### config.mk
export PLATFORM = sky130hd
export DESIGN_NAME = sipo_deserializer
export DESIGN_NICKNAME = d
export VERILOG_FILES = /design/src/rtl/sipo_deserializer.sv
export SDC_FILE = /design/constraint.sdc
export NUM_CORES = 1
export LEC_CHECK = 0
export BUFFER_PORTS_ARGS = -buffer_cell sky130_fd_sc_hd__buf_4
export CAP_MARGIN = 20
export CORE_ASPECT_RATIO = 1.1
export CORE_UTILIZATION = 30
export CTS_CLUSTER_SIZE = 20
export DETAILED_ROUTE_END_ITERATION = 16
export GPL_ROUTABILITY_DRIVEN = 1
export GPL_TIMING_DRIVEN = 0
export SETUP_SLACK_MARGIN = 0.2
export SYNTH_ARGS = -nofsm -noshare
export SYNTH_HDL_FRONTEND = slang
export SYNTH_SLANG_ARGS = --single-unit
### constraint.sdc
create_clock -name clk -period 3.5 [get_ports clk]
set_clock_uncertainty 0.2 [all_clocks]
set_input_delay 0.7 -clock clk [delete_from_list [all_inputs] [get_ports clk]]
set_output_delay 0.7 -clock clk [all_outputs]
set_load 0.005 [all_outputs]
### src/rtl/sipo_deserializer.sv
// Serial-in/parallel-out deserializer with framing counter, one-word holding
// register (valid/ready), abort and sticky overflow.
module sipo_deserializer #(
    parameter int unsigned WIDTH     = 8,
    parameter bit          MSB_FIRST = 1'b1
) (
    input  logic                       clk,
    input  logic                       rst,
    input  logic                       clr,
    input  logic                       in_valid,
    input  logic                       in,
    output logic [WIDTH-1:0]           q,
    output logic                       q_valid,
    input  logic                       q_ready,
    output logic [$clog2(WIDTH+1)-1:0] bit_cnt,
    output logic                       ovf
);

    localparam int unsigned CW = $clog2(WIDTH + 1);

    typedef enum logic {
        EMPTY = 1'b0,
        FULL  = 1'b1
    } hold_t;

    hold_t            hold_q, hold_d;
    logic [WIDTH-1:0] sr_q, sr_d;
    logic [WIDTH-1:0] q_q, q_d;
    logic [CW-1:0]    cnt_q, cnt_d;
    logic             ovf_q, ovf_d;

    logic             accept;
    logic             complete;
    logic [WIDTH-1:0] sr_shift;

    always_comb begin
        accept   = in_valid && !clr;
        complete = accept && (cnt_q == CW'(WIDTH - 1));
        if (MSB_FIRST) begin
            sr_shift = {sr_q[WIDTH-2:0], in};
        end else begin
            sr_shift = {in, sr_q[WIDTH-1:1]};
        end
    end

    always_comb begin
        sr_d   = sr_q;
        cnt_d  = cnt_q;
        ovf_d  = ovf_q;
        hold_d = hold_q;
        q_d    = q_q;

        if (clr) begin
            sr_d  = '0;
            cnt_d = '0;
            ovf_d = 1'b0;
        end else if (accept) begin
            sr_d  = sr_shift;
            cnt_d = complete ? '0 : cnt_q + CW'(1);
        end

        // A completion while the held word is being consumed reloads without a bubble.
        case (hold_q)
            EMPTY: begin
                if (complete) begin
                    q_d    = sr_shift;
                    hold_d = FULL;
                end
            end
            FULL: begin
                if (q_ready) begin
                    if (complete) begin
                        q_d = sr_shift;
                    end else begin
                        hold_d = EMPTY;
                    end
                end else if (complete) begin
                    ovf_d = 1'b1;
                end
            end
            default: hold_d = EMPTY;
        endcase
    end

    always_ff @(posedge clk) begin
        if (!rst) begin
            sr_q   <= '0;
            cnt_q  <= '0;
            ovf_q  <= 1'b0;
            hold_q <= EMPTY;
            q_q    <= '0;
        end else begin
            sr_q   <= sr_d;
            cnt_q  <= cnt_d;
            ovf_q  <= ovf_d;
            hold_q <= hold_d;
            q_q    <= q_d;
        end
    end

    assign q       = q_q;
    assign q_valid = (hold_q == FULL);
    assign bit_cnt = cnt_q;
    assign ovf     = ovf_q;

endmodule

# After elaboration in Yosys (flattened, before gate mapping)
# Cells that the tools add are included.
# word_totals
reg_bits	21
# op_classes
addsub	1
n_eq_ne	2
muxes	11
bitwise_logic	2
reduce_logical	4
# ops
op	count
$mux W8	2
$pmux W8 S2	1
$mux W1	6
$add A4 B1 Y4 const B	1
$eq A4 B3 Y1 const B	1
$mux W4	1
$logic_and A1 B1 Y1	2
$ne A2 B2 Y1 const B	1
$not A1 Y1	2
$pmux W1 S2	1
$reduce_or A2 Y1	1
$logic_not A1 Y1	1

# Depth between registers and ports, before layout
# Gate-level depths: netlist of the first run.
# depth
ltp_word	6
ltp_mapped	4
mapped_depth_nobuf	4

# Worst setup path after synthesis of the first run
# No wires, ideal clock.
# synth_timing
path_kind	input to register
from	input port clr
to	register q_q[0] (netlist: q[0])
setup_ns	0.072
arrival_time_ns	1.610
t_required_ns	3.228
slack_ns	1.618
path_stages	3
path_buffers	0
path_cell_list	nand2b_1 nor4_4 mux2i_1
# synth_between
elab_chain_len	6
# synth_rtl
item	line_no	rtl
start, declared	9	input logic clr,
$logic_not A1 Y1 *	37	accept = in_valid && !clr;
$logic_and A1 B1 Y1 *	37	
$logic_and A1 B1 Y1 *	38	complete = accept && (cnt_q == CW'(WIDTH - 1));
$mux W8 *	n/a	
$mux W8	n/a	
$pmux W8 S2 *	n/a	
end signal, assigned	97	q_q <= q_d;
end, declared	28	logic [WIDTH-1:0] q_q, q_d;
# Every way passes the cells marked *; elsewhere a longest branch is shown, timed or not. The select of a mux whose other input is x is not followed.
# A chain may end at the register's enable or synchronous reset.

# Worst setup path in the final report of the first run
# layout_timing
from	register cnt_q[0] (netlist: bit_cnt[0])
to	register q_q[3] (netlist: q[3])
# layout_between
elab_chain_len	5
# layout_rtl
item	line_no	rtl
start, declared	29	logic [CW-1:0] cnt_q, cnt_d;
start signal, assigned	94	cnt_q <= cnt_d;
$eq A4 B3 Y1 *	38	
$logic_and A1 B1 Y1 *	38	
$mux W8 *	n/a	
$mux W8	n/a	
$pmux W8 S2 *	n/a	
# Marked as above.

==> results of run 1 <==
[cell usage after synthesis (2+ instances only)]
library cell,number,area (µm²)
nand2b_1,3,18.8
nor2_1,9,33.8
buf_2,2,10.0
nand2_1,17,63.8
mux2i_1,16,160
dfxtp_1,21,420
[routing by layer]
metal  wire length [µm]  track usage  up-vias
met5                  0            0        -
met4                 27       0.0811        0
met3                 42       0.0160        2
met2                713        0.181       12
met1                782        0.156      285
li1                   -            -      322
[power breakdown]
part           total, µW  internal (µW)  switching [µW]
registers            242            240            1.27
logic               20.3           9.14            11.2
clock network        119           42.6            76.8
total                381            292            89.2
[kinds of logic after synthesis]
family,count (synthesis),share of synthesized area
compound gates,4,0.0347
simple gates,36,0.213
fa+ha+maj,1,0.0151
xor+xnor,1,0.0106
buf+inv,5,0.0257
flops,21,0.508
mux,16,0.193
[layout by cell type (no fill, tap or decap), types with 2 or more instances in the layout]
cell type,Yosys,routed
dfxtp_1,21,21
mux2i_1,16,16
buf_2,2,2
nand2_1,17,17
clkbuf_4,0,3
nor2_1,9,9
nand2b_1,3,3
buf_4,0,18
[state kept, by name (all words and copies together) (netlist names)]
name     cells
bit_cnt      4
ovf          1
q            8
sr_q         7
q_valid      1
[cell type report]
type	instances	area (µm²)	share of cell area
Sequential cell	21	420	0.408
Multi-Input combinational cell	58	387	0.375
Timing Repair Buffer	18	135	0.131
Tap cell	31	38.8	0.0377
Clock buffer	3	22.5	0.0219
Buffer	4	17.5	0.0170
Clock inverter	1	5.00	0.00486
Inverter	1	3.75	0.00365
[worst max-delay path: cells and delay by family, from the launching register on]
family | cells | cell delay, ps
fa+ha+maj | 1 | 200
flops | 1 | 420
mux | 1 | 280
simple gates | 2 | 760
[final timing paths]
| check | cells past startpoint | startpoint | endpoint | slack, ps |
|---|---|---|---|---|
| setup / recovery | 4 | bit_cnt[0]$_SDFFE_PP0P_ | q[3]$_SDFFE_PN0P_ | 1570 |
| hold / removal | 2 | q[6]$_SDFFE_PN0P_ | q[6]$_SDFFE_PN0P_ | 260 |
| setup reg to reg | 4 | bit_cnt[0]$_SDFFE_PP0P_ | q[3]$_SDFFE_PN0P_ | 1570 |
| hold reg to reg | 2 | q[6]$_SDFFE_PN0P_ | q[6]$_SDFFE_PN0P_ | 260 |
[stage by stage]
stage / total power (µW) / instances
after global placement: 267 / 133
after CTS: 385 / 137
after global routing: 397 / 137
final: 381 / 137
after detailed placement: 267 / 133
after floorplan: 259 / 84
==> results.sh, run 1 <==
export IMPL_grt_usage=0.120
export IMPL_viasPerCell=4.53
export IMPL_max_vdd_ir_drop_mv=0.125
export IMPL_clk_pin_slew_worst_paths_ps=120
export IMPL_fin_util=0.401
export IMPL_synthDistinctLibCells=22
export IMPL_cpMaxStageDelayCell="nor4_4"
export IMPL_syn_num_nets=91
export IMPL_setup_viol=0
export IMPL_setup_slack_ps=1570
export IMPL_synth_yosys_warnings=0
export IMPL_slew_viol_final=0
export IMPL_drt_pass1_iterations=4
export IMPL_yosys_most_used_dff="dfxtp_1"
export IMPL_grt_pass1_wl_mm=2.59
export IMPL_cts_buffers=3
export IMPL_fin_hold_ws_ps=262
export IMPL_post_cts_resize_count=0
export IMPL_antenna_found_initial=0
export IMPL_dpl_worst_slack_ps=1310
export IMPL_cp_data_required_time_ps=3540
export IMPL_arrival_ps=1970
export IMPL_io_buffers=18
export IMPL_slew_limit_headroom=0.513
export IMPL_cap_violations=0
export IMPL_wirelength_mm=1.57
export IMPL_path_max_fanout=8
export IMPL_finalHoldViolations=0
export IMPL_ys_ff_latch=21
export IMPL_grt_ovfl_total=0
export IMPL_start_kind="flip-flop"
export IMPL_ant_nets=0
export IMPL_cts_root_buf="clkbuf_4"
export IMPL_postCtsSetupBuffers=0
export IMPL_htree_levels=1
export IMPL_gp_congestion=0.700
export IMPL_syn_area_um2=828
export IMPL_num_vias=621
export IMPL_drive_gt1_frac=0.245
export IMPL_dpl_instance_area_um2=1000
export IMPL_netlist_instances=84
export IMPL_grt_max_degree=13
export IMPL_crit_chain="ha_1 -> nand2_2 -> nor4_4 -> mux2i_1"
export IMPL_ios=20
export IMPL_clkSinkCount=21
export IMPL_p_per_area_nw_per_um2=370
export IMPL_clkLatencyLatePin_ps=300
export IMPL_status="finished, final reports clean"
export IMPL_clock_fmax_ghz=0.518
export IMPL_drc=0
export IMPL_final_area_um2=1030
export IMPL_yosysSeqAreaShare=0.508
export IMPL_period_share=0.552
export IMPL_clock_tree_buffer_depth=2
export IMPL_placeableCoreArea_um2=2570
export IMPL_fp_dieH_um=57.1
export IMPL_post_drt_wl_per_cell_um=11.4
export IMPL_grt_pass1_vias=586
export IMPL_cts_hold_buf=0
export IMPL_path_class="flip-flop to flip-flop"
export IMPL_nFillCells=262
export IMPL_worst_pin_slew_ps=725
export IMPL_area_growth_pct=24.3
export IMPL_p_leak_uw=0.000410
export IMPL_hold_class="flip-flop to flip-flop"
export IMPL_initial_core_util=0.323
export IMPL_drtIter0Drc=10
export IMPL_dp_hpwl_mm=1.10
export IMPL_fin_nets=114
export IMPL_async_flop_share=0
export IMPL_finalCriticalPeriod_ps=1930
export IMPL_synth_edf_count=0
export IMPL_die_w_um=52.1
export IMPL_slowest_delay_ps=670
export IMPL_finalSetupTns_ps=0
export IMPL_endpoint_kind="flip-flop"
export IMPL_rsz0062_at_grt="no"
export IMPL_avgSynthCellArea_um2=9.86
export IMPL_die_area_um2=2980
export IMPL_cts_tree="done"
export IMPL_num_rows=19
export IMPL_diodes=0
Note: power is estimated with default switching activity, not from simulation.
==> inputs of run 2 (changes only) <==
- clock period: 3.5 -> 1.9 ns (I/O delays scaled with it)
==> run 2 against run 1 <==
Via count rose by 0.81%. Final area rose by 2.2%. First-iteration DRC count fell by 10%. Sequential power rose by 84%. Count of clock-buffer cells in the layout did not move. Wire length rose by 2.7%. Fmax rose by 21%. Largest cell class unchanged. Global-route usage rose by 0.33 points. Critical endpoint unchanged. Hold slack got worse by 130 ps. Total power rose by 84%. Cell count rose by 0.73%. Utilization rose by 0.88 points.
==> results.sh, run 2 (synthesis gave the netlist of run 1 again) <==
export IMPL_fin_util=0.410
export IMPL_fp_dieH_um=57.1
export IMPL_worstReg2RegStart="bit_cnt[0]$_SDFFE_PP0P_"
export IMPL_rsz0062_at_grt="no"
export IMPL_fin_nets=115
export IMPL_setup_slack_ps=300
export IMPL_clkLatencyLatePin_ps=300
export IMPL_num_rows=19
export IMPL_post_drt_wl_per_cell_um=11.7
export IMPL_dp_hpwl_mm=1.10
export IMPL_ios=20
export IMPL_ant_nets=0
export IMPL_final_area_um2=1050
export IMPL_cp_startpoint="bit_cnt[0]$_SDFFE_PP0P_"
export IMPL_fin_hold_ws_ps=129
export IMPL_hold_class="input pin to flip-flop"
export IMPL_die_area_um2=2980
export IMPL_cap_violations=0
export IMPL_status="finished, final reports clean"
export IMPL_max_vdd_ir_drop_mv=0.229
export IMPL_r2r_slack_ps=300
export IMPL_grt_pass1_wl_mm=2.66
export IMPL_p_leak_uw=0.000419
export IMPL_final_common_cell="dfxtp_1"
export IMPL_rr_endpoint="q[3]$_SDFFE_PN0P_"
export IMPL_start_kind="flip-flop"
export IMPL_die_w_um=52.1
export IMPL_finalSetupTns_ps=0
export IMPL_finalHoldViolations=0
export IMPL_cts_hold_buf=0
export IMPL_drc=0
export IMPL_wirelength_mm=1.61
export IMPL_area_growth_pct=27.0
export IMPL_nFillCells=259
export IMPL_io_buffers=18
export IMPL_grt_pass1_vias=594
export IMPL_clock_tree_buffer_depth=2
export IMPL_finalCriticalPeriod_ps=1600
export IMPL_period_share=0.842
export IMPL_path_max_fanout=8
export IMPL_cts_tree="done"
export IMPL_grt_ovfl_total=0
export IMPL_cts_buffers=3
export IMPL_clock_fmax_ghz=0.625
export IMPL_num_vias=626
export IMPL_cp_data_required_time_ps=1940
export IMPL_gp_congestion=0.700
export IMPL_clkSinkCount=21
export IMPL_path_class="flip-flop to flip-flop"
export IMPL_arrival_ps=1640
export IMPL_drtIter0Drc=9
export IMPL_grt_usage=0.123
export IMPL_dpl_instance_area_um2=1000
export IMPL_grt_max_degree=13
export IMPL_reg2regPathDepth=5
export IMPL_drive_gt1_frac=0.271
export IMPL_htree_levels=1
export IMPL_drt_pass1_iterations=3
export IMPL_clk_pin_slew_worst_paths_ps=120
export IMPL_layout_common_cells="dfxtp_1 (19), buf_4 (18), nand2_1 (17)"
export IMPL_diodes=0
export IMPL_viasPerCell=4.54
export IMPL_endpoint_kind="flip-flop"
export IMPL_p_per_area_nw_per_um2=666
export IMPL_dpl_worst_slack_ps=-28.2
export IMPL_worst_pin_slew_ps=469
export IMPL_placeableCoreArea_um2=2570
export IMPL_setup_viol=0
export IMPL_initial_core_util=0.323
export IMPL_slew_viol_final=0
export IMPL_slew_limit_headroom=0.688
export IMPL_antenna_found_initial=0
export IMPL_cp_endpoint="q[3]$_SDFFE_PN0P_"
export IMPL_cts_root_buf="clkbuf_4"
export IMPL_largest_reg_flops=8
run 2: cell count changes in the layout (fill, tap and decap cells not counted), sizes merged:
cell,before,now
buf,21,22
run 2: metal layers:
metal | vias to the layer above | track usage | routed length [µm]
li1 | 327 | - | -
met1 | 287 | 0.159 | 806
met2 | 10 | 0.189 | 737
met3 | 2 | 0.0160 | 36
met4 | 0 | 0.0811 | 27
met5 | - | 0 | 0
run 2: what timing repair did:
| item | CTS | global route |
|---|---|---|
| pin swaps | 1 | 0 |
| setup buffers | 1 | 0 |
| endpoints found under the setup margin | 8 | 8 |
| gates cloned | 0 | 0 |
| resized for setup | 0 | 2 |
run 2: final cells by class:
| type | instances | area, µm² | area share |
|---|---|---|---|
| clock buffer | 3 | 22.5 | 0.0214 |
| buffer | 4 | 17.5 | 0.0166 |
| sequential | 21 | 423 | 0.402 |
| timing repair buffer | 19 | 155 | 0.147 |
| multi-input combinational | 58 | 387 | 0.367 |
| clock inverter | 1 | 5.00 | 0.00476 |
| inverter | 1 | 3.75 | 0.00357 |
| tap | 31 | 38.8 | 0.0369 |
run 2: worst max-delay path, cell delays in order (launching register included):
cell and delay (ps):
dfxtp_2 390, ha_1 180, nand2_2 100, nor4_4 290, buf_12 180, mux2i_1 200
run 2: power breakdown:
group          switching [µW]  internal, µW  leakage [µW]
registers                2.41           443      0.000170
logic                    20.8          16.9      0.000231
clock network             140          78.5     0.0000177
total                     163           538      0.000419
run 2: per-stage QoR:
| step | total power [µW] | cells |
|---|---|---|
| floorplan | 477 | 84 |
| global placement | 492 | 133 |
| detailed placement | 493 | 133 |
| CTS | 709 | 138 |
| global route | 731 | 138 |
| finish | 701 | 138 |
run 2: worst min path at each step:
stage	start	endpoint	slack, ps	cells after the start
floorplan	sr_q[6]$_SDFFE_PP0P_	q[7]$_SDFFE_PN0P_	240	2
global placement	q[6]$_SDFFE_PN0P_	q[6]$_SDFFE_PN0P_	250	2
detailed placement	q[4]$_SDFFE_PN0P_	q[4]$_SDFFE_PN0P_	250	2
CTS	in	sr_q[0]$_SDFFE_PP0P_	130	3
global route	in	q[0]$_SDFFE_PN0P_	130	3
finish	in	sr_q[0]$_SDFFE_PP0P_	130	3
